## src/rtl/sap1_pkg.sv

```systemverilog
// Shared SAP-1 definitions: default widths and the opcode map used by the
// controller and the datapath.
package sap1_pkg;
  localparam int SAP1_DATA_W = 8;
  localparam int SAP1_ADDR_W = 4;

  localparam logic [3:0] LDA = 4'h0;
  localparam logic [3:0] ADD = 4'h1;
  localparam logic [3:0] SUB = 4'h2;
  localparam logic [3:0] OUT = 4'hE;
  localparam logic [3:0] HLT = 4'hF;
endpackage

```

## src/rtl/sap1_alu.sv

```systemverilog
// SAP-1 adder/subtractor. Subtraction is ACC + ~B + 1, so carry doubles as
// the no-borrow flag (ACC >= B).
module sap1_alu
  import sap1_pkg::*;
#(
  parameter int DATA_W = SAP1_DATA_W
) (
  input  logic [DATA_W-1:0] acc_i,
  input  logic [DATA_W-1:0] b_i,
  input  logic              sub_i,
  output logic [DATA_W-1:0] result_o,
  output logic              carry_o,
  output logic              zero_o
);
  logic [DATA_W-1:0] b_op;
  logic [DATA_W:0]   sum;

  assign b_op     = sub_i ? ~b_i : b_i;
  assign sum      = {1'b0, acc_i} + {1'b0, b_op} + {{DATA_W{1'b0}}, sub_i};
  assign result_o = sum[DATA_W-1:0];
  assign carry_o  = sum[DATA_W];
  assign zero_o   = (sum[DATA_W-1:0] == '0);
endmodule

```

## src/rtl/sap1_datapath.sv

```systemverilog
// SAP-1 datapath: shared bus, PC/MAR/IR/ACC/B/OUT registers, program RAM and
// ALU. The controller only drives the control lines.
module sap1_datapath
  import sap1_pkg::*;
#(
  parameter int DATA_W = SAP1_DATA_W,
  parameter int ADDR_W = SAP1_ADDR_W
) (
  input  logic              clk,
  input  logic              reset,
  input  logic              pc_incr,
  input  logic              pc_enable,
  input  logic              mar_load,
  input  logic              ram_enable,
  input  logic              ir_load,
  input  logic              ir_send,
  input  logic              alu_send,
  input  logic              alu_sub,
  input  logic              acc_load,
  input  logic              acc_send,
  input  logic              b_load,
  input  logic              out_load,
  input  logic              prog_we,
  input  logic [ADDR_W-1:0] prog_addr,
  input  logic [DATA_W-1:0] prog_data,
  output logic [3:0]        opcode,
  output logic [DATA_W-1:0] out_value,
  output logic [DATA_W-1:0] bus,
  output logic              carry,
  output logic              zero,
  output logic              bus_conflict
);
  logic [ADDR_W-1:0] pc_q, pc_d, mar_q, mar_d;
  logic [DATA_W-1:0] ir_q, ir_d, acc_q, acc_d, b_q, b_d, out_q, out_d;
  logic              conflict_q, conflict_d;
  logic [DATA_W-1:0] mem [2**ADDR_W];
  logic [DATA_W-1:0] ram_rd, alu_res, bus_w;
  logic [4:0]        drv;
  logic              multi;

  sap1_alu #(.DATA_W(DATA_W)) u_alu (
    .acc_i    (acc_q),
    .b_i      (b_q),
    .sub_i    (alu_sub),
    .result_o (alu_res),
    .carry_o  (carry),
    .zero_o   (zero)
  );

  // Program RAM: written only through the side port, never reset.
  always_ff @(posedge clk) begin
    if (prog_we) mem[prog_addr] <= prog_data;
  end
  assign ram_rd = mem[mar_q];

  // More than one bit set among the drivers parks the bus at zero.
  assign drv   = {pc_enable, ram_enable, ir_send, alu_send, acc_send};
  assign multi = |(drv & (drv - 5'd1));

  always_comb begin
    bus_w = '0;
    if (!multi) begin
      if (pc_enable)       bus_w = {{(DATA_W-ADDR_W){1'b0}}, pc_q};
      else if (ram_enable) bus_w = ram_rd;
      else if (ir_send)    bus_w = {{(DATA_W-4){1'b0}}, ir_q[3:0]};
      else if (alu_send)   bus_w = alu_res;
      else if (acc_send)   bus_w = acc_q;
    end
  end

  always_comb begin
    pc_d       = pc_incr  ? pc_q + 1'b1 : pc_q;
    mar_d      = mar_load ? bus_w[ADDR_W-1:0] : mar_q;
    ir_d       = ir_load  ? bus_w : ir_q;
    acc_d      = acc_load ? bus_w : acc_q;
    b_d        = b_load   ? bus_w : b_q;
    out_d      = out_load ? bus_w : out_q;
    conflict_d = conflict_q | multi;
  end

  always_ff @(posedge clk or negedge reset) begin
    if (!reset) begin
      pc_q       <= '0;
      mar_q      <= '0;
      ir_q       <= '0;
      acc_q      <= '0;
      b_q        <= '0;
      out_q      <= '0;
      conflict_q <= 1'b0;
    end else begin
      pc_q       <= pc_d;
      mar_q      <= mar_d;
      ir_q       <= ir_d;
      acc_q      <= acc_d;
      b_q        <= b_d;
      out_q      <= out_d;
      conflict_q <= conflict_d;
    end
  end

  assign bus          = bus_w;
  assign opcode       = ir_q[DATA_W-1 -: 4];
  assign out_value    = out_q;
  assign bus_conflict = conflict_q;
endmodule

```

## config.mk

```make
export PLATFORM = sky130hd
export DESIGN_NAME = sap1_datapath
export DESIGN_NICKNAME = d
export VERILOG_FILES = /design/src/rtl/sap1_pkg.sv /design/src/rtl/sap1_alu.sv /design/src/rtl/sap1_datapath.sv
export SDC_FILE = /design/constraint.sdc
export NUM_CORES = 1
export LEC_CHECK = 0
export CORE_MARGIN = 2
export CORE_UTILIZATION = 45
export CTS_BUF_LIST = sky130_fd_sc_hd__clkbuf_8
export CTS_CLUSTER_SIZE = 14
export DETAILED_ROUTE_END_ITERATION = 12
export PLACE_DENSITY_LB_ADDON = 0.05
export SYNTH_ARGS = -nofsm -noshare
export SYNTH_HDL_FRONTEND = slang
export SYNTH_SLANG_ARGS = --single-unit
```

## constraint.sdc

```tcl
create_clock -name clk -period 4.6 [get_ports clk]
set_input_delay 1.38 -clock clk [delete_from_list [all_inputs] [get_ports clk]]
set_output_delay 1.38 -clock clk [all_outputs]
set_load 0.01 [all_outputs]
```

==> run_results.csv <==
group,metric,value,unit
outcome,outcome,"complete, but fails checks",
outcome,violations,"negative setup slack",
global_routing,groute.layer.met3.usage,0.0476,
power_and_ir_drop,p_total,3770,uW
clocking,clkSinkCount,169,
power_and_ir_drop,switching_share,0.286,
critical_path,slowest_stage,"ha_1",
clocking,cts_max_level,4,
placed_design,portBuffers,49,
yosys,yosysTopAreaCellShare,0.507,
timing,finalHoldViolCount,0,
power_and_ir_drop,p_int,2690,uW
routing,ant_nets,0,
floorplanning,die_height,134,um
timing,maxSlewHeadroom,0.358,
job,drv_cap,0,
timing,layout_min_cycle_time,4.94,ns
yosys,synth_commonest_cells,"edfxtp_1, dfrtp_1, nor2_1, a21oi_1, mux4_2",
global_routing,antenna_found_initial,0,
power_and_ir_drop,power.density,396,nW/um^2
timing,worst_slack,-0.344,ns
routing,vias_per_cell,5.54,
power_and_ir_drop,p_comb_frac,0.231,
power_and_ir_drop,seqPwrFrac,0.477,
yosys,synth-async-reset-ratio,0.243,
finish,fill_cells,1318,
critical_path,path_max_fanout,5,
critical_path,critical_path_class,"input pin to output pin",
global_routing,grt_overflow_total,0,
finish,stdcell_count,834,
routing,vias,4619,
critical_path,path_buf_inv,5,
power_and_ir_drop,p_sw,1080,uW
critical_path,arrival,3.56,ns
power_and_ir_drop,ir_worst_vdd,0.232,mV
critical_path,required,3.22,ns
critical_path,slowest_delay,0.34,ns
yosys,synth_cell_type_count,64,
global_routing,grtUsageMet2,0.346,
finish,synthToLayoutAreaGrowth,25.5,%
global_routing,grt_use_met1,0.266,
floorplanning,core_area,16500,um^2
worst_hold_path,worstHoldPathType,"flip-flop to flip-flop",
critical_path,path_cells,"buf_12 -> buf_6 -> buf_6 -> xor2_1 -> ha_1 -> a21o_1 -> a221oi_4 -> buf_4 -> mux2_4 -> a31oi_4 -> buf_2",
global_routing,grt_max_degree,42,
yosys,syn-cell-area,7580,um^2
power_and_ir_drop,pwr-share-clk,0.291,
routing,drtIter0Drc,334,
finish,nNetsFinal,637,
critical_path,crit_path_start_kind,"input pin",
finish,drive_gt1_frac,0.340,
placed_design,dpl_cell_area,8690,um^2
global_routing,first_global_vias,4788,
timing,tightest_slew,0.962,ns
critical_path,critical-path-top-delay-family,"compound AO/OA/AOI/OAI gates",
yosys,synthFlopType,"edfxtp_1",
global_routing,track_usage,0.206,
power_and_ir_drop,p_leak,0.00353,uW
yosys,synth_area_leader_cell,"edfxtp_1",
routing,drt-pass1-iter-count,4,
finish,postLayoutCellArea,9520,um^2
yosys,synth-seq-area-share,0.642,
timing,finalSetupViolations,7,
floorplanning,die_w,134,um
timing,max_freq,202,MHz
timing,worst_clock_skew,0.0101,ns
clocking,clk_pin_slew,0.09,ns
global_routing,busiest_layer,"met2",
floorplanning,rows,47,
routing,routedWlPerCell,21.1,um
clocking,cts_tree,"built",
timing,rsz0062_at_grt,"true",
floorplanning,initial_utilization,0.459,
critical_path,endpoint_kind,"output pin",
finish,n_antenna_cell,0,
clocking,cts_root_buffer,"clkbuf_8",
yosys,syn-num-nets,514,
yosys,synth-seq-cells,169,
routing,drcViolationCount,0,
clocking,clockBufferDepth,2,
yosys,synth-edff-count,128,
timing,finalMaxSlewViolations,0,
yosys,yosys.cell_count.top_type,"edfxtp_1",
placed_design,gp_congestion,0.890,
placed_design,dp_slack,-1.13,ns
routing,routed_wl,17600,um
clocking,cts_hold_buf,0,
critical_path,cpMostUsedCell,"buf_6",
yosys,synth.avg_cell_area,15.9,um^2
floorplanning,ios,50,
global_routing,grt_first_pass_wirelength,27300,um
yosys,synth_cells,478,
yosys,synth_area_leaders,"edfxtp_1, dfrtp_1, mux4_1",
placed_design,post-dp-hpwl,11900,um
timing,period_share,1.07,
placed_design,dp_cells,787,
clocking,clock_latency,0.45,ns
yosys,synth_warnings,0,
clocking,cts_made_buffers,17,
floorplanning,die_area,17900,um^2
kinds of logic after synthesis:
group                    after synthesis  synth area share
AO/OA/AOI/OAI                         84            0.0779
XOR/XNOR                              14            0.0162
adder cells (fa/ha/maj)               10            0.0172
buffers and inverters                 36            0.0327
flip-flops                           169             0.642
multiplexers                          56             0.138
AND/OR/NAND/NOR                      109            0.0754
worst paths after layout:
| path | from | to | slack, ns | cells past startpoint |
|---|---|---|---|---|
| worst max register to register | mar_q[0] | ir_q[6] | 1.84 | 7 |
| worst min-delay path | bus_conflict | bus_conflict | 0.47 | 1 |
| worst max-delay path | alu_sub | bus[6] | -0.34 | 11 |
| worst min register to register | bus_conflict | bus_conflict | 0.47 | 1 |
| max in group asynchronous | reset | mar_q[0] | 2.89 | 1 |
| min in group asynchronous | reset | pc_q[2] | 1.06 | 1 |
power groups by stage:
stage | Sequential, uW | Clock (uW) | Combinational [uW]
after floorplan | 1800 | 0 | 442
after global placement | 1830 | 0 | 704
after detailed placement | 1830 | 0 | 713
after CTS | 1800 | 1130 | 784
after global routing | 1810 | 1190 | 942
final | 1800 | 1100 | 872
layout by cell type (no fill, tap or decap), types with 5 or more instances in the layout:
cell             count
nand2b_1             7
buf_2                9
edfxtp_1           128
a21oi_2              6
dfrtp_1             40
xor2_1               7
clkbuf_8            17
a221oi_1             5
nand3b_1             6
buf_4               73
nor2b_1              7
ha_1                 6
mux2_2              12
o21ai_0             10
buf_6               13
a31oi_1              6
inv_1                5
a21oi_1             16
nand3_1              6
mux2i_1              8
nor3_1               7
clkdlybuf4s50_1     32
nand2_1             14
mux4_2              17
nor2_1              36
mux4_1              16
layer usage:
layer | share of wire | routed length [um]
met1 | 0.43 | 7510
met2 | 0.51 | 8980
met3 | 0.041 | 726
met4 | 0.020 | 355
met5 | 0 | 0
metrics by stage:
stage	setup TNS (ns)	hold WS (ns)	util
global route	-2.13	0.502	0.576
finish	-1.52	0.473	0.576
CTS	-2.19	0.488	0.563
detailed placement	-9.10	0.462	0.526
floorplan	-0.188	0.446	-
global placement	-9.05	0.450	0.526
flip-flops by register name, summed over array words and instances, names as in the netlist:
signal and flops:
out_value 8, acc_q 8, b_q 8, pc_q 4
bus_conflict 1, mar_q 4, ir_q 8, mem 128
cell type report:
type | count | area, um^2 | area share
clock buffers | 17 | 234 | 0.0246
clock inverters | 15 | 188 | 0.0197
inverters | 7 | 26.3 | 0.00276
multi-input cells | 273 | 2790 | 0.293
flip-flops and latches | 169 | 4870 | 0.512
well taps | 220 | 275 | 0.0289
repair buffers | 133 | 1130 | 0.119
repair_timing:
| item | 4_1_cts | 5_1_grt |
|---|---|---|
| resized for setup | 80 | 41 |
| pin swaps | 26 | 21 |
| setup endpoints to repair | 10 | 10 |
| buffers inserted | 9 | 8 |
Power figures use the tool's default switching activity.
